`src/rtl/adder_simd_pipe_pkg.sv`:
```
// Shared types and lane-partition helpers for the SIMD adder.
// Segment count is fixed at four; helpers decode lane boundaries from the mode.
package adder_simd_pipe_pkg;

  localparam int unsigned SEG_COUNT_FIXED = 4;

  typedef enum logic [1:0] {
    LM_X1   = 2'd0,
    LM_X2   = 2'd1,
    LM_X4   = 2'd2,
    LM_RSVD = 2'd3
  } lane_mode_e;

  // Segment starts a lane (takes the lane carry-in instead of the chained carry).
  function automatic logic lane_start(lane_mode_e mode, int unsigned seg);
    logic start;
    case (mode)
      LM_X2:   start = (seg % 2) == 0;
      LM_X4:   start = 1'b1;
      default: start = (seg == 0);
    endcase
    return start;
  endfunction

  // Segment is the most significant segment of its lane.
  function automatic logic lane_top(lane_mode_e mode, int unsigned seg);
    logic top;
    case (mode)
      LM_X2:   top = (seg % 2) == 1;
      LM_X4:   top = 1'b1;
      default: top = (seg == SEG_COUNT_FIXED - 1);
    endcase
    return top;
  endfunction

endpackage

```
`src/rtl/adder_simd_pipe_if.sv`:
```
// Valid/ready transaction bundle for the partitioned SIMD adder.
interface adder_simd_pipe_if #(
  parameter int unsigned DATA_WIDTH = 32,
  parameter int unsigned SEG_COUNT  = 4
) ();

  logic                             in_valid;
  logic                             in_ready;
  logic [DATA_WIDTH-1:0]            a;
  logic [DATA_WIDTH-1:0]            b;
  logic                             cin;
  logic                             op_sub;
  adder_simd_pipe_pkg::lane_mode_e  lane_mode;
  logic                             is_signed;
  logic                             sat_en;

  logic                             out_valid;
  logic                             out_ready;
  logic [DATA_WIDTH-1:0]            sum;
  logic [SEG_COUNT-1:0]             cout;
  logic [SEG_COUNT-1:0]             ovf;
  logic                             sat_hit;
  logic                             mode_err;

  modport master (
    output in_valid, a, b, cin, op_sub, lane_mode, is_signed, sat_en, out_ready,
    input  in_ready, out_valid, sum, cout, ovf, sat_hit, mode_err
  );

  modport slave (
    input  in_valid, a, b, cin, op_sub, lane_mode, is_signed, sat_en, out_ready,
    output in_ready, out_valid, sum, cout, ovf, sat_hit, mode_err
  );

endinterface

```
`src/rtl/adder_simd_seg.sv`:
```
// One combinational segment slice: a + (inv_b ? ~b : b) + cin with carry-out in the MSB.
module adder_simd_seg #(
  parameter int unsigned SEG_W = 8
) (
  input  logic [SEG_W-1:0] a,
  input  logic [SEG_W-1:0] b,
  input  logic             inv_b,
  input  logic             cin,
  output logic [SEG_W:0]   sum_ext
);

  logic [SEG_W-1:0] b_eff;

  always_comb begin
    b_eff   = inv_b ? ~b : b;
    sum_ext = {1'b0, a} + {1'b0, b_eff} + {{SEG_W{1'b0}}, cin};
  end

endmodule

```
`src/rtl/adder_simd_pipe.sv`:
```
// Two-stage SIMD add/subtract: stage 1 runs the lane-partitioned carry chain,
// stage 2 derives per-lane carry/overflow flags and applies saturation.
module adder_simd_pipe
  import adder_simd_pipe_pkg::*;
#(
  parameter int unsigned DATA_WIDTH = 32,
  parameter int unsigned SEG_COUNT  = 4
) (
  input logic              clk,
  input logic              rst,
  adder_simd_pipe_if.slave bus
);

  localparam int unsigned SEG_W = DATA_WIDTH / SEG_COUNT;

  if (SEG_COUNT != SEG_COUNT_FIXED) begin : g_bad_seg_count
    $fatal(1, "adder_simd_pipe: SEG_COUNT must be 4");
  end
  if ((DATA_WIDTH % SEG_COUNT) != 0 || SEG_W < 2) begin : g_bad_width
    $fatal(1, "adder_simd_pipe: DATA_WIDTH must split into segments of at least 2 bits");
  end

  // Handshake
  logic v1, v2;
  logic en1, en2;
  logic take;

  assign en2          = !v2 || bus.out_ready;
  assign en1          = !v1 || en2;
  assign bus.in_ready = en1;
  assign take         = bus.in_valid && en1;

  // Stage 1: partitioned carry chain
  lane_mode_e mode_eff;
  logic       lane_cin;

  assign mode_eff = (bus.lane_mode == LM_RSVD) ? LM_X1 : bus.lane_mode;
  assign lane_cin = bus.op_sub ? ~bus.cin : bus.cin;

  logic [SEG_COUNT-1:0][SEG_W:0] seg_ext;

  for (genvar k = 0; k < SEG_COUNT; k++) begin : g_seg
    logic           c_in;
    logic [SEG_W:0] ext;

    if (k == 0) begin : g_first
      assign c_in = lane_cin;
    end else begin : g_chain
      assign c_in = lane_start(mode_eff, k) ? lane_cin : g_seg[k-1].ext[SEG_W];
    end

    adder_simd_seg #(
      .SEG_W (SEG_W)
    ) u_seg (
      .a       (bus.a[k*SEG_W +: SEG_W]),
      .b       (bus.b[k*SEG_W +: SEG_W]),
      .inv_b   (bus.op_sub),
      .cin     (c_in),
      .sum_ext (ext)
    );

    assign seg_ext[k] = ext;
  end

  logic [SEG_COUNT-1:0][SEG_W-1:0] s1_sum;
  logic [SEG_COUNT-1:0]            s1_carry;
  logic [SEG_COUNT-1:0]            s1_a_msb;
  logic [SEG_COUNT-1:0]            s1_b_msb;
  lane_mode_e                      s1_mode;
  logic                            s1_sub;
  logic                            s1_signed;
  logic                            s1_sat;
  logic                            s1_err;

  always_ff @(posedge clk) begin
    if (rst) begin
      v1        <= 1'b0;
      s1_sum    <= '0;
      s1_carry  <= '0;
      s1_a_msb  <= '0;
      s1_b_msb  <= '0;
      s1_mode   <= LM_X1;
      s1_sub    <= 1'b0;
      s1_signed <= 1'b0;
      s1_sat    <= 1'b0;
      s1_err    <= 1'b0;
    end else if (en1) begin
      v1 <= bus.in_valid;
      if (take) begin
        for (int k = 0; k < SEG_COUNT; k++) begin
          s1_sum[k]   <= seg_ext[k][SEG_W-1:0];
          s1_carry[k] <= seg_ext[k][SEG_W];
          s1_a_msb[k] <= bus.a[k*SEG_W + SEG_W - 1];
          // MSB of the effective B operand (inverted for subtract).
          s1_b_msb[k] <= bus.b[k*SEG_W + SEG_W - 1] ^ bus.op_sub;
        end
        s1_mode   <= mode_eff;
        s1_sub    <= bus.op_sub;
        s1_signed <= bus.is_signed;
        s1_sat    <= bus.sat_en;
        s1_err    <= (bus.lane_mode == LM_RSVD);
      end
    end
  end

  // Stage 2: lane flags and saturation
  logic [SEG_COUNT-1:0][SEG_W-1:0] s2_sum;
  logic [SEG_COUNT-1:0]            s2_cout;
  logic [SEG_COUNT-1:0]            s2_ovf;

  // Walk segments top-down so each lane's flags are known before its lower segments.
  always_comb begin
    logic lane_ovf;
    logic lane_neg;
    logic is_top;
    logic c;
    logic o;
    s2_sum   = s1_sum;
    s2_cout  = '0;
    s2_ovf   = '0;
    lane_ovf = 1'b0;
    lane_neg = 1'b0;
    is_top   = 1'b0;
    c        = 1'b0;
    o        = 1'b0;
    for (int k = SEG_COUNT - 1; k >= 0; k--) begin
      is_top = lane_top(s1_mode, k);
      if (is_top) begin
        c = s1_carry[k];
        if (s1_signed) begin
          o = (s1_a_msb[k] == s1_b_msb[k]) && (s1_sum[k][SEG_W-1] != s1_a_msb[k]);
        end else begin
          o = s1_sub ? !c : c;
        end
        s2_cout[k] = c;
        s2_ovf[k]  = o;
        lane_ovf   = o;
        lane_neg   = s1_a_msb[k];
      end
      if (s1_sat && lane_ovf) begin
        if (s1_signed) begin
          s2_sum[k] = is_top ? {lane_neg, {(SEG_W-1){!lane_neg}}} : {SEG_W{!lane_neg}};
        end else begin
          s2_sum[k] = {SEG_W{!s1_sub}};
        end
      end
    end
  end

  logic [DATA_WIDTH-1:0] sum_q;
  logic [SEG_COUNT-1:0]  cout_q;
  logic [SEG_COUNT-1:0]  ovf_q;
  logic                  sat_hit_q;
  logic                  mode_err_q;

  always_ff @(posedge clk) begin
    if (rst) begin
      v2         <= 1'b0;
      sum_q      <= '0;
      cout_q     <= '0;
      ovf_q      <= '0;
      sat_hit_q  <= 1'b0;
      mode_err_q <= 1'b0;
    end else if (en2) begin
      v2 <= v1;
      if (v1) begin
        sum_q      <= s2_sum;
        cout_q     <= s2_cout;
        ovf_q      <= s2_ovf;
        sat_hit_q  <= s1_sat && (|s2_ovf);
        mode_err_q <= s1_err;
      end
    end
  end

  assign bus.out_valid = v2;
  assign bus.sum       = sum_q;
  assign bus.cout      = cout_q;
  assign bus.ovf       = ovf_q;
  assign bus.sat_hit   = sat_hit_q;
  assign bus.mode_err  = mode_err_q;

endmodule

```
`src/flat_wrapper.sv`:
```
// flat-port wrapper written by rule: the top's interface ports become plain ports
module adder_simd_pipe_flat import adder_simd_pipe_pkg::*;
#(
  parameter int unsigned DATA_WIDTH = 32,
  parameter int unsigned SEG_COUNT  = 4
)
  (clk, rst, bus_in_valid, bus_a, bus_b, bus_cin, bus_op_sub, bus_lane_mode, bus_is_signed, bus_sat_en, bus_out_ready, bus_in_ready, bus_out_valid, bus_sum, bus_cout, bus_ovf, bus_sat_hit, bus_mode_err);
  adder_simd_pipe_if #(.DATA_WIDTH(DATA_WIDTH), .SEG_COUNT(SEG_COUNT)) bus_i ();
  input logic clk;
  input logic rst;
  input wire logic [$bits(bus_i.in_valid)-1:0] bus_in_valid;
  input wire logic [$bits(bus_i.a)-1:0] bus_a;
  input wire logic [$bits(bus_i.b)-1:0] bus_b;
  input wire logic [$bits(bus_i.cin)-1:0] bus_cin;
  input wire logic [$bits(bus_i.op_sub)-1:0] bus_op_sub;
  input wire logic [$bits(bus_i.lane_mode)-1:0] bus_lane_mode;
  input wire logic [$bits(bus_i.is_signed)-1:0] bus_is_signed;
  input wire logic [$bits(bus_i.sat_en)-1:0] bus_sat_en;
  input wire logic [$bits(bus_i.out_ready)-1:0] bus_out_ready;
  output wire logic [$bits(bus_i.in_ready)-1:0] bus_in_ready;
  output wire logic [$bits(bus_i.out_valid)-1:0] bus_out_valid;
  output wire logic [$bits(bus_i.sum)-1:0] bus_sum;
  output wire logic [$bits(bus_i.cout)-1:0] bus_cout;
  output wire logic [$bits(bus_i.ovf)-1:0] bus_ovf;
  output wire logic [$bits(bus_i.sat_hit)-1:0] bus_sat_hit;
  output wire logic [$bits(bus_i.mode_err)-1:0] bus_mode_err;
  assign bus_i.in_valid = bus_in_valid;
  assign bus_i.a = bus_a;
  assign bus_i.b = bus_b;
  assign bus_i.cin = bus_cin;
  assign bus_i.op_sub = bus_op_sub;
  assign bus_i.lane_mode = bus_lane_mode;
  assign bus_i.is_signed = bus_is_signed;
  assign bus_i.sat_en = bus_sat_en;
  assign bus_i.out_ready = bus_out_ready;
  assign bus_in_ready = bus_i.in_ready;
  assign bus_out_valid = bus_i.out_valid;
  assign bus_sum = bus_i.sum;
  assign bus_cout = bus_i.cout;
  assign bus_ovf = bus_i.ovf;
  assign bus_sat_hit = bus_i.sat_hit;
  assign bus_mode_err = bus_i.mode_err;
  adder_simd_pipe #(.DATA_WIDTH(DATA_WIDTH), .SEG_COUNT(SEG_COUNT)) u_core (.clk(clk), .rst(rst), .bus(bus_i));
endmodule
```
`config.mk`:
```
export PLATFORM = sky130hd
export DESIGN_NAME = adder_simd_pipe_flat
export DESIGN_NICKNAME = d
export VERILOG_FILES = /design/src/rtl/adder_simd_pipe_pkg.sv /design/src/rtl/adder_simd_pipe_if.sv /design/src/rtl/adder_simd_seg.sv /design/src/rtl/adder_simd_pipe.sv /design/src/flat_wrapper.sv
export SDC_FILE = /design/constraint.sdc
export NUM_CORES = 1
export LEC_CHECK = 0
export BUFFER_PORTS_ARGS = -buffer_cell sky130_fd_sc_hd__buf_2
export CORE_AREA = 10 10 118 120
export DETAILED_ROUTE_END_ITERATION = 12
export DIE_AREA = 0 0 128 130
export PLACE_DENSITY = 0.68
export SYNTH_ARGS = -nofsm -noshare
export SYNTH_HDL_FRONTEND = slang
export SYNTH_HIERARCHICAL = 1
export SYNTH_SLANG_ARGS = --single-unit
```
`constraint.sdc`:
```
create_clock -name clk -period 11.2 [get_ports clk]
set_clock_uncertainty 0.05 [all_clocks]
set_input_delay 2.8 -clock clk [delete_from_list [all_inputs] [get_ports clk]]
set_output_delay 2.8 -clock clk [all_outputs]
set_load 0.02 [all_outputs]
```
# After elaboration in Yosys (flattened, before gate mapping)
# Index checks and enable logic that the tools add are counted.
[classes] addsub=8 n_eq_ne=13 mux=44 bitwise=9 reduce_logical=28
[ops] operator="two-way mux 8 bit" n=15
[ops] operator="adder 8 x 8 -> 9 bit" n=4
[ops] operator="adder 9 x 1 -> 9 bit" n=4
[ops] operator="NOT 8 bit" n=4
[ops] operator="two-way mux 1 bit" n=28
[ops] operator="zero test 1 bit" n=11
[ops] operator="logical AND 1 bit" n=10
[ops] operator="equality test 2 bit (second input constant)" n=3
[ops] operator="equality test 1 bit" n=4
[ops] operator="equality test 2 x 1 -> 1 bit (second input constant)" n=2
[ops] operator="inequality test 1 bit" n=4
[ops] operator="AND reduction 2 bit" n=2
[ops] operator="OR reduction 2 bit" n=2
[ops] operator="OR reduction 4 bit" n=1
[ops] operator="bitwise XOR 1 bit" n=4
[ops] operator="logical OR 1 bit" n=2
[ops] operator="two-way mux 2 bit" n=1
[ops] operator="NOT 1 bit" n=1
[totals] ff_bits=94 in_bits=74 output_inout_bits=44 elab_cells=121

# Longest topological paths before layout
# Gate-level depths: netlist of run 1.
[depth] ltp_word=10 ltp_mapped=39

# Cells and area by module
# The synthesis of run 1 kept the hierarchy.
[by_module_without_submodules] mod="adder_simd_pipe" n_inst=1 cells_per_inst=455 area_per_inst_um2=3903.7
[by_module_without_submodules] mod="adder_simd_seg (u_core.g_seg[0].u_seg ...)" n_inst=2 cells_per_inst=53 area_per_inst_um2=417.9
[by_module_without_submodules] mod="adder_simd_seg (u_core.g_seg[2].u_seg ...)" n_inst=2 cells_per_inst=53 area_per_inst_um2=406.6

# Least setup slack after synthesis of run 1
# No wires, ideal clock.
[synth_path] path_kind="input to register" from="input port bus_op_sub" to="register u_core/s1_sum[30] in the netlist's numbering" arrival_ns=9.968 required_time_ns=11.080 setup_slack_ns=1.111 cell_stages=39 path_buffers=1 path_cell_list="clkbuf_1 > xor2_1 > inv_1 > fa_1 > fa_1 > nor2b_4 > o21ai_2 > a21boi_2 > o21ai_1 > a21oi_1 > o21a_1 > inv_1 > fa_1 > fa_1 > nor2b_4 > o21ai_2 > a21boi_2 > o21ai_1 > [... 3 more ...] > fa_1 > fa_1 > nor2b_4 > o21ai_2 > a21oi_1 > o21ai_0 > a21oi_1 > o21a_1 > inv_1 > fa_1 > fa_1 > nor2b_4 > o21ai_2 > a21oi_1 > o21ai_0 > a22oi_1 > nand2_1 > a21oi_1"
[synth_between] elab_cells_between_ends=16 classes_between="add/sub: 8; mux: 8"
[synth_lines] element="start, declared" line_no="flat_wrapper.sv:15" rtl="input wire logic [$bits(bus_i.op_sub)-1:0] bus_op_sub;"
[synth_lines] element="two-way mux 1 bit" line_no="adder_simd_pipe.sv:38" rtl="assign lane_cin = bus.op_sub ? ~bus.cin : bus.cin;"
[synth_lines] element="net u_core.g_seg[0].c_in" line_no="adder_simd_pipe.sv:43" rtl="logic c_in;"
[synth_lines] element="adder 9 x 1 -> 9 bit" line_no="adder_simd_seg.sv:16" rtl="sum_ext = {1'b0, a} + {1'b0, b_eff} + {{SEG_W{1'b0}}, cin};"
[synth_lines] element="net u_core.g_seg[0].ext[8]" line_no="adder_simd_pipe.sv:44" rtl="logic [SEG_W:0] ext;"
[synth_lines] element="two-way mux 1 bit" line_no="adder_simd_pipe.sv:49" rtl="assign c_in = lane_start(mode_eff, k) ? lane_cin : g_seg[k-1].ext[SEG_W];"
[synth_lines] element="net u_core.g_seg[1].c_in" line_no="adder_simd_pipe.sv:43"
[synth_lines] element="adder 9 x 1 -> 9 bit" line_no="adder_simd_seg.sv:16"
[synth_lines] element="net u_core.g_seg[1].ext[8]" line_no="adder_simd_pipe.sv:44"
[synth_lines] element="two-way mux 1 bit" line_no="adder_simd_pipe.sv:49"
[synth_lines] element="net u_core.g_seg[2].c_in" line_no="adder_simd_pipe.sv:43"
[synth_lines] element="adder 9 x 1 -> 9 bit" line_no="adder_simd_seg.sv:16"
[synth_lines] element="net u_core.g_seg[2].ext[8]" line_no="adder_simd_pipe.sv:44"
[synth_lines] element="two-way mux 1 bit" line_no="adder_simd_pipe.sv:49"
[synth_lines] element="net u_core.g_seg[3].c_in" line_no="adder_simd_pipe.sv:43"
[synth_lines] element="adder 9 x 1 -> 9 bit" line_no="adder_simd_seg.sv:16"
[synth_lines] element="net u_core.g_seg[3].ext[6]" line_no="adder_simd_pipe.sv:44"
[synth_lines] element="end signal, assigned by index" line_no="adder_simd_pipe.sv:91" rtl="s1_sum[k] <= seg_ext[k][SEG_W-1:0];"
[synth_lines] element="end, declared" line_no="adder_simd_pipe.sv:65" rtl="logic [SEG_COUNT-1:0][SEG_W-1:0] s1_sum;"
# The timed path passes the listed nets, and every way through them passes these cells.
# A chain may end at the register's enable or synchronous reset.

# Final worst setup path of run 1
# Same ends and word-level chain as after synthesis.

==> flow_summary_export.csv, run 1 <==
group,metric,value,unit
sta,rsz0062_at_grt,"false",
floorplan,dieArea,16640,µm²
critical_path,critPathKind,"in2reg",
synth,synth.distinct_cells,61,
final_layout,nNetsFinal,880,
final_layout,syn2layout_area_growth,17.12,%
synth,async_reset_ff_share,0,%
synth,synth_nets,782,
grt,grt_pass1_wl,24.75,mm
detailed_routing,ant_nets,0,
grt,grt_max_degree,79,
clock_network,cts.clk_slew.worst_paths,0.06,ns
sta,timing.slew.headroom,33.11,%
sta,worst_slack,0.7703,ns
sta,hold_violations,0,
placed_design,placed_area,6215,µm²
floorplan,initial_core_util,47.41,%
status,status,"finished clean",
final_layout,post-route-util,55.53,%
synth,ys_ff_latch,94,
floorplan,io_pins,118,
sta,finalCritPeriodShare,93.12,%
critical_path,cp.required,11.42,ns
floorplan,rows,40,
final_layout,drive_above_1_share,23.41,%
floorplan,die_h,130,µm
grt,antenna_found_initial,0,
synth,synth_common_cells,"nand2_1, dfxtp_1, a21oi_1",
synth,yosysTopAreaCell,"dfxtp_1",
grt,grt.overflow.total,0,
sta,setup_violations,0,
clock_network,postCtsSetupRepairBufs,0,
detailed_routing,routed_wl,14.81,mm
synth,synth.top_cell.area_share,33.89,%
synth,synth_most_common_cell,"nand2_1",
critical_path,slowest_delay,0.48,ns
synth,ys_warn_count,6,
final_layout,fin_area,6504,µm²
synth,netlist_instances,667,
critical_path,cp_common_cell,"fa_1",
clock_network,clockBufferDepth,2,
synth,synth_area_leaders,"dfxtp_1, nand2_1, ha_1",
placed_design,io_buffers,117,
critical_path,cp_slowest_cell,"fa_1",
clock_network,cts_root_buffer,"clkbuf_16",
synth,avgSynthCellArea,8.325,µm²
critical_path,start_kind,"input pin",
power_and_ir_drop,power.density,144.2,nW/µm²
grt,gr-usage-all-layers,17.98,%
sta,whs,0.4022,ns
clock_network,cts_sinks,94,
sta,fmax,0.09588,GHz
critical_path,cp-end-kind,"register",
floorplan,core_area,11710,µm²
synth,seq_area_frac_synth,33.89,%
clock_network,cts_buffers,9,
grt,grt_pass1_vias,5121,
detailed_routing,detail_route.first_pass.iterations,4,
synth,syn-cell-area,5553,µm²
clock_network,insertion_delay,0.34,ns
detailed_routing,wl_per_cell,16.16,µm
clock_network,cts_tree,"built",
placed_design,post-place-ws,0.4003,ns
sta,finalCriticalPeriod,10.43,ns
job,maxCapViolCount,0,
critical_path,crit_arrival,10.65,ns
placed_design,hpwl,11.22,mm
detailed_routing,route.detailed.drc,0,
synth,synth_edf_count,0,
detailed_routing,num_vias,4977,
final_layout,diodes,0,
sta,setup-tns-final,0,ns
critical_path,reg2reg_slack,8.69,ns
floorplan,die_x,128,µm
clock_network,ctsHtreeMaxLevel,3,
final_layout,fillCellCount,1164,
detailed_routing,dr.first_iter.drc_count,305,
hold_path,hold_class,"reg2reg",
power_and_ir_drop,peakVddDrop,0.08594,mV
synth,synth-main-ff-cell,"dfxtp_1",
sta,maxSlewViolCount,0,
sta,worst_pin_slew,1.003,ns
critical_path,worstPathMaxFanout,9,
power_and_ir_drop,p_leak,2.881,nW
detailed_routing,viasPerCell,5.433,
placed_design,gp_congestion,0.9413,
==> cells by family after synthesis <==
kind of cell	after synthesis	share of synthesized area [%]
and+or+nand+nor	226	18.66
AOI/OAI and AO/OA	176	22.51
DFF	94	33.89
buffers and inverters	71	5.115
xor gates and xnor gates	57	9.126
adders and majority gates	41	10.32
muxes	2	0.3830
==> placed cells by master (no fill, tap or decap), drive strengths merged, types with 2 or more instances in the layout <==
cell	instances
nand2	128
buf	122
dfxtp	94
a21oi	76
nor2	42
inv	36
ha	33
xor2	32
xnor2	25
o21ai	15
o21a	14
o221a	14
nor2b	13
a211oi	11
clkbuf	11
nor3	8
a221o	8
fa	8
nand2b	7
nand3	7
o22ai	7
or3	6
o211ai	6
a21boi	6
and3	5
clkinv	3
nand3b	2
o21ba	2
a211o	2
a2111oi	2
o31a	2
a22oi	2
and2	2
a311oi	2
nor4	2
==> metal layers <==
layer  routed length [µm]  part of all wire, %  vias to the layer above  GRT usage, %
met3                  824                  5.6                       16         4.178
met5                    0                    0                        -             0
met1                 6443                   44                     2344         22.00
li1                     -                    -                     2489             -
met2                 7324                   49                      128         30.73
met4                  211                  1.4                        0         5.364
==> where the power goes <==
group / switching, mW / internal, mW
Clock: 0.124 / 0.172
Sequential: 0.0204 / 0.363
Combinational: 0.145 / 0.114
==> worst max-delay path: cells and delay by family <==
kind	cells	cell delay, ns
fa+ha+maj	8	3.56
compound gates	19	2.77
simple gates	5	0.61
buf+inv	5	0.49
xor+xnor	1	0.25
mux	1	0.18
==> repair_timing <==
action,in CTS,in global routing
resized for setup,0,1
endpoints found under the hold margin,0,0
setup endpoints to repair,0,2
hold buffers,0,0
==> sequential cells by signal (all words and copies together), names as in the netlist, 2 cells and up <==
name and count:
u_core/bus.sum 32, u_core/s1_sum 32, u_core/bus.cout 4, u_core/bus.ovf 4, u_core/s1_a_msb 4, u_core/s1_b_msb 4, u_core/s1_carry 4, u_core/s1_mode 2
==> metrics by stage <==
stage / power [mW] / instances
floorplan: 0.5780 / 667
global placement: 0.6419 / 901
detailed placement: 0.6485 / 901
CTS: 0.9448 / 916
global route: 0.9952 / 916
finish: 0.9377 / 916
==> path summary, 6_finish.rpt <==
kind                 startpoint                  to  cells after the start
max reg2reg    u_core/s1_signed  u_core/bus.sum[12]                      5
max                  bus_op_sub   u_core/s1_sum[30]                     39
min          u_core/bus.cout[1]  u_core/bus.cout[1]                      2
min reg2reg  u_core/bus.cout[1]  u_core/bus.cout[1]                      2
==> layout make-up <==
| cell class | instances | area (µm²) | share of cell area [%] |
|---|---|---|---|
| Timing Repair Buffer | 122 | 623.1 | 9.581 |
| Clock buffer | 11 | 232.7 | 3.578 |
| Multi-Input combinational cell | 502 | 3398 | 52.25 |
| Sequential cell | 94 | 1882 | 28.93 |
| Inverter | 36 | 135.1 | 2.078 |
| Tap cell | 147 | 183.9 | 2.828 |
| Clock inverter | 4 | 48.80 | 0.7503 |
No activity file was read; power rests on OpenSTA's default activity.
==> inputs of run 2 (changes only) <==
--- a/config.mk
+++ b/config.mk
@@ -6,11 +6,11 @@
 export NUM_CORES = 1
 export LEC_CHECK = 0
 export BUFFER_PORTS_ARGS = -buffer_cell sky130_fd_sc_hd__buf_2
-export CORE_AREA = 10 10 118 120
+export CORE_AREA = 10 10 116 118
 export DETAILED_ROUTE_END_ITERATION = 12
-export DIE_AREA = 0 0 128 130
+export DIE_AREA = 0 0 126 128
 export PLACE_DENSITY = 0.68
+export SLEW_MARGIN = 20
 export SYNTH_ARGS = -nofsm -noshare
 export SYNTH_HDL_FRONTEND = slang
-export SYNTH_HIERARCHICAL = 1
 export SYNTH_SLANG_ARGS = --single-unit
==> flow_summary_export.csv, run 2 <==
group,metric,value,unit
status,status,"finished clean",
detailed_routing,wl_met2,6.792,mm
clock_network,cts_buffers,9,
clock_network,cts.clk_slew.worst_paths,0.07,ns
synth,seq_area_frac_synth,35.03,%
critical_path,critPathKind,"in2reg",
synth,ys_warn_count,0,
sta,finalCriticalPeriod,10.40,ns
clock_network,cts_tree,"built",
power_and_ir_drop,p_leak,2.760,nW
sta,maxSlewViolCount,0,
grt,grt_pass1_vias,4646,
final_layout,layout_commonest_cell,"buf_2",
final_layout,most-common-layout-cells,"buf_2, dfxtp_1, nand2_1, nor2_1, a21oi_1",
critical_path,cp_common_cell,"fa_1",
synth,synth.top_cell.area_share,35.03,%
sta,setup-tns-final,0,ns
sta,fmax,0.09616,GHz
synth,synth_nets,758,
clock_network,ctsHtreeMaxLevel,3,
detailed_routing,wl_met3,995,µm
critical_path,rr_worst_depth,6,
detailed_routing,detail_route.first_pass.iterations,4,
critical_path,crit_arrival,10.61,ns
synth,syn-cell-area,5373,µm²
grt,antenna_found_initial,0,
floorplan,initial_core_util,47.87,%
final_layout,nNetsFinal,852,
floorplan,io_pins,118,
clock_network,cts_sinks,94,
critical_path,crit_end,"u_core.s1_carry[3]",
critical_path,start_kind,"input pin",
floorplan,die_x,126,µm
synth,synthMuxAreaShare,1.584,%
clock_network,clockBufferDepth,2,
grt,grt_pass1_wl,23.87,mm
final_layout,diodes,0,
critical_path,cp_num_buf_inv,2,
detailed_routing,dr.first_iter.drc_count,401,
detailed_routing,num_vias,4731,
floorplan,core_area,11220,µm²
critical_path,worstPathMaxFanout,14,
hold_path,hold_class,"reg2reg",
placed_design,gp_congestion,0.8757,
synth,synth_compound_area_share,19.38,%
synth,synth.distinct_cells,57,
placed_design,io_buffers,117,
grt,gr-usage-all-layers,17.90,%
sta,hold_violations,0,
clock_network,postCtsSetupRepairBufs,0,
critical_path,cp_slowest_cell,"fa_1",
critical_path,crit_family,"compound AO/OA/AOI/OAI gates",
floorplan,rows,39,
synth,synth_most_common_cell,"dfxtp_1",
synth,yosysTopAreaCell,"dfxtp_1",
sta,rsz0062_at_grt,"false",
synth,synth_edf_count,0,
sta,worst_pin_slew,0.9486,ns
power_and_ir_drop,peakVddDrop,0.08710,mV
grt,grt_max_degree,89,
detailed_routing,route.detailed.drc,0,
grt,grt.overflow.total,0,
detailed_routing,viasPerCell,5.340,
synth,synthAdderAreaFrac,10.43,%
critical_path,startpoint,"bus_op_sub",
final_layout,syn2layout_area_growth,17.93,%
synth,synth_top_family_by_area,"simple AND/OR/NAND/NOR gates",
synth,ys_ff_latch,94,
detailed_routing,ant_nets,0,
critical_path,cp-end-kind,"register",
synth,async_reset_ff_share,0,%
sta,finalCritPeriodShare,92.85,%
synth,synth-main-ff-cell,"dfxtp_1",
power_and_ir_drop,power.density,148.2,nW/µm²
final_layout,drive_above_1_share,21.13,%
placed_design,hpwl,11.53,mm
sta,setup_violations,0,
placed_design,placed_area,6013,µm²
final_layout,fin_area,6336,µm²
critical_path,reg2reg_slack,8.72,ns
floorplan,dieArea,16130,µm²
critical_path,cp.required,11.41,ns
synth,yosys.area_share.simple,21.80,%
detailed_routing,wl_met1,7.126,mm
critical_path,cp.depth,35,
synth,synth_area_leaders,"dfxtp_1, ha_1, xor2_1",
sta,timing.slew.headroom,36.76,%
critical_path,slowest_delay,0.42,ns
detailed_routing,routed_wl,15.03,mm
synth,synth_xor_area_share,7.336,%
job,maxCapViolCount,0,
critical_path,r2r-start,"u_core.s1_signed",
synth,avgSynthCellArea,8.343,µm²
critical_path,reg2reg_to,"u_core.bus.sum[5]",
synth,netlist_instances,644,
synth,synth_common_cells,"dfxtp_1, nand2_1, nor2_1",
clock_network,cts_root_buffer,"clkbuf_16",
clock_network,insertion_delay,0.34,ns
detailed_routing,wl_per_cell,16.97,µm
floorplan,die_h,128,µm
detailed_routing,top_layer,"met4",
[run 2: worst min-delay path, delay by kind of cell (launching register included)]
kind	cells	cell delay, ns
flops	1	0.31
compound gates	1	0.05
simple gates	1	0.05
[run 2: report_power, final]
group | internal (mW) | switching (mW)
logic | 0.0988 | 0.134
registers | 0.363 | 0.0227
clock network | 0.183 | 0.138
total | 0.645 | 0.295
[run 2: worst min-delay path by stage]
stage                                  start                  to  slack, ns  cells past startpoint
after global placement    u_core.bus.cout[2]  u_core.bus.cout[2]       0.39                      2
final                     u_core.bus.cout[0]  u_core.bus.cout[0]       0.40                      2
after detailed placement  u_core.bus.cout[0]  u_core.bus.cout[0]       0.39                      2
after floorplan            u_core.s1_sum[11]   u_core.s1_sum[11]       0.38                      2
after CTS                 u_core.bus.cout[0]  u_core.bus.cout[0]       0.40                      2
after global routing      u_core.bus.cout[0]  u_core.bus.cout[0]       0.43                      2
[run 2: metal layers]
layer	track usage [%]	vias up
li1	-	2444
met1	23.79	2151
met2	28.52	123
met3	4.839	13
met4	3.617	0
met5	0	-
[run 2: cell families (layout without fill, tap and decap cells)]
logic type / count (synthesis) / in the layout
compound gates: 152 / 152
xor+xnor: 45 / 45
fa+ha+maj: 40 / 40
buf+inv: 59 / 158
flops: 94 / 94
mux: 7 / 7
simple gates: 247 / 247
[run 2: timing repair]
action | 4_1_cts | 5_1_grt
hold buffers | 0 | 0
resized for setup | 0 | 1
endpoints found under the setup margin | 0 | 2
[run 2: area by class of cell]
type	instances	area (µm²)
Multi-Input combinational cell	491	3262
Tap cell	143	178.9
Fill cell	1071	4887
Clock inverter	6	76.32
Timing Repair Buffer	122	623.1
Inverter	20	75.07
Sequential cell	94	1882
Clock buffer	10	239.0
[run 2: metrics by stage]
step | instances | worst slack [ns] | utilization, % | power (mW) | hold slack (ns)
after global placement | 870 | 0.6993 | 53.58 | 0.6173 | 0.3885
after floorplan | 644 | 0.9212 | - | 0.5492 | 0.3819
after detailed placement | 870 | 0.3501 | 53.58 | 0.6236 | 0.3931
final | 886 | 0.8004 | 56.45 | 0.9392 | 0.3983
after CTS | 886 | 0.6946 | 56.39 | 0.9432 | 0.4031
after global routing | 886 | 0.01831 | 56.45 | 0.9901 | 0.4264
==> inputs of run 3 (changes only) <==
--- a/config.mk
+++ b/config.mk
@@ -9,7 +9,7 @@
 export CORE_AREA = 10 10 116 118
 export DETAILED_ROUTE_END_ITERATION = 12
 export DIE_AREA = 0 0 126 128
-export PLACE_DENSITY = 0.68
+export PLACE_DENSITY = 0.71
 export SLEW_MARGIN = 20
 export SYNTH_ARGS = -nofsm -noshare
 export SYNTH_HDL_FRONTEND = slang
==> constraint.sdc (replaced) <==
create_clock -name clk -period 9.5 [get_ports clk]
set_clock_uncertainty 0.05 [all_clocks]
set_input_delay 2.375 -clock clk [delete_from_list [all_inputs] [get_ports clk]]
set_output_delay 2.375 -clock clk [all_outputs]
set_load 0.02 [all_outputs]
==> flow_summary_export.csv, run 3 (synthesis results as in run 2) <==
group,metric,value,unit
power_and_ir_drop,power,1.138,mW
job,maxCapViolCount,0,
sta,setup-tns-final,0,ns
grt,grt_pass1_vias,5273,
power_and_ir_drop,p_switching,0.3673,mW
power_and_ir_drop,peakVddDrop,0.1077,mV
final_layout,post-route-util,60.74,%
status,status,"finished clean",
critical_path,crit_arrival,9.49,ns
clock_network,cts.clk_slew.worst_paths,0.07,ns
sta,hold_violations,0,
floorplan,die_h,128,µm
power_and_ir_drop,combPwrFrac,30.3,%
clock_network,clockBufferDepth,2,
power_and_ir_drop,p_leak,3.044,nW
power_and_ir_drop,power.density,167.0,nW/µm²
clock_network,cts_buffers,9,
detailed_routing,route.detailed.drc,0,
critical_path,cp_common_cell,"buf_4",
critical_path,r2r-start,"u_core.bus.out_valid",
clock_network,cts.hold.buffers_added,0,
final_layout,nNetsFinal,908,
floorplan,initial_core_util,47.87,%
final_layout,diodes,0,
floorplan,core_area,11220,µm²
floorplan,die_x,126,µm
final_layout,layout_commonest_cell,"buf_2",
critical_path,cp_slowest_cell,"fa_2",
power_and_ir_drop,p_seq_share,39.9,%
clock_network,cts_root_buffer,"clkbuf_16",
power_and_ir_drop,sw_frac_of_total,32.27,%
power_and_ir_drop,pwr-share-clk,29.7,%
hold_path,hold_class,"reg2reg",
grt,grt_pass1_wl,26.56,mm
clock_network,ctsHtreeMaxLevel,3,
critical_path,start_kind,"input pin",
final_layout,drive_above_1_share,28.54,%
sta,setup_violations,0,
floorplan,dieArea,16130,µm²
critical_path,critPathKind,"in2reg",
critical_path,cp-end-kind,"register",
grt,grt.overflow.total,0,
clock_network,cts_sinks,94,
placed_design,gp_congestion,0.9135,
sta,maxSlewViolCount,0,
sta,worst_pin_slew,0.9889,ns
sta,fmax,0.1070,GHz
grt,gr-usage-all-layers,19.83,%
sta,finalCriticalPeriod,9.345,ns
placed_design,post-place-ws,-0.4682,ns
grt,grt_max_degree,89,
detailed_routing,ant_nets,0,
hold_path,min_from,"u_core.bus.cout[0]",
detailed_routing,routed_wl,16.37,mm
detailed_routing,num_vias,5162,
placed_design,hpwl,11.54,mm
critical_path,startpoint,"bus_cin",
detailed_routing,viasPerCell,5.480,
sta,finalCritPeriodShare,98.37,%
floorplan,io_pins,118,
detailed_routing,wl_per_cell,17.38,µm
detailed_routing,detail_route.first_pass.iterations,5,
final_layout,syn2layout_area_growth,26.87,%
clock_network,insertion_delay,0.34,ns
power_and_ir_drop,p_int,0.7707,mW
clock_network,cts_tree,"built",
grt,antenna_found_initial,0,
final_layout,most-common-layout-cells,"buf_2, dfxtp_1, nand2_1, nor2_1, buf_4",
placed_design,io_buffers,117,
floorplan,rows,39,
critical_path,worstPathMaxFanout,3,
sta,timing.slew.headroom,34.07,%
sta,whs,0.3991,ns
critical_path,cp.required,9.64,ns
sta,worst_slack,0.1547,ns
detailed_routing,dr.first_iter.drc_count,356,
critical_path,slowest_delay,0.40,ns
## run 3: cell count changes in the layout (fill, tap and decap cells not counted), sizes merged
cell / delta
buf: +56
clkbuf: +1
clkinvlp: +1
inv: -1
bufinv: -1
## run 3: layer usage
layer / share of wire (%) / wire length, µm / GRT usage, %
met1: 45 / 7314 / 25.09
met2: 45 / 7376 / 31.42
met3: 6.5 / 1064 / 5.045
met4: 3.8 / 614 / 8.305
met5: 0 / 0 / 0
## run 3: stage by stage
step	instances	cell area [µm²]
2_1_floorplan	644	5378
3_3_place_gp	879	6081
3_5_place_dp	879	6081
4_1_cts	941	6716
5_1_grt	942	6817
6_report	942	6817
## run 3: layout make-up
| cell class | count | area, µm² |
|---|---|---|
| clock buffers | 11 | 232.7 |
| clock inverters | 5 | 42.54 |
| fillers | 988 | 4407 |
| inverters | 20 | 75.07 |
| multi-input cells | 491 | 3339 |
| flip-flops and latches | 94 | 1882 |
| well taps | 143 | 178.9 |
| repair buffers | 178 | 1066 |
## run 3: critical path, delay by kind of cell
family                     cells  cell delay [ns]
and+or+nand+nor                2             0.18
xor gates and xnor gates       1             0.18
adders and majority gates      2             0.63
AOI/OAI and AO/OA              4             0.58
buffers and inverters         45             5.53
## run 3: final timing paths
kind	to	slack, ns	cells after the start
setup / recovery	u_core.s1_carry[0]	0.15	54
hold / removal	u_core.bus.cout[0]	0.40	2
setup reg to reg	u_core.bus.sum[6]	7.04	6
hold reg to reg	u_core.bus.cout[0]	0.40	2
## run 3: power by group through the flow
stage	registers, mW	clock network [mW]	logic [mW]
after floorplan	0.464	0	0.184
after global placement	0.461	0	0.270
after detailed placement	0.462	0	0.279
after CTS	0.454	0.342	0.322
after global routing	0.458	0.362	0.379
final	0.455	0.339	0.345
## run 3: timing repair
action	in CTS	in global routing
gates resized for setup	4	26
endpoints found under the setup margin	2	9
setup buffers	46	3
endpoints found under the hold margin	0	0
pin swaps	3	13
gates cloned	0	0
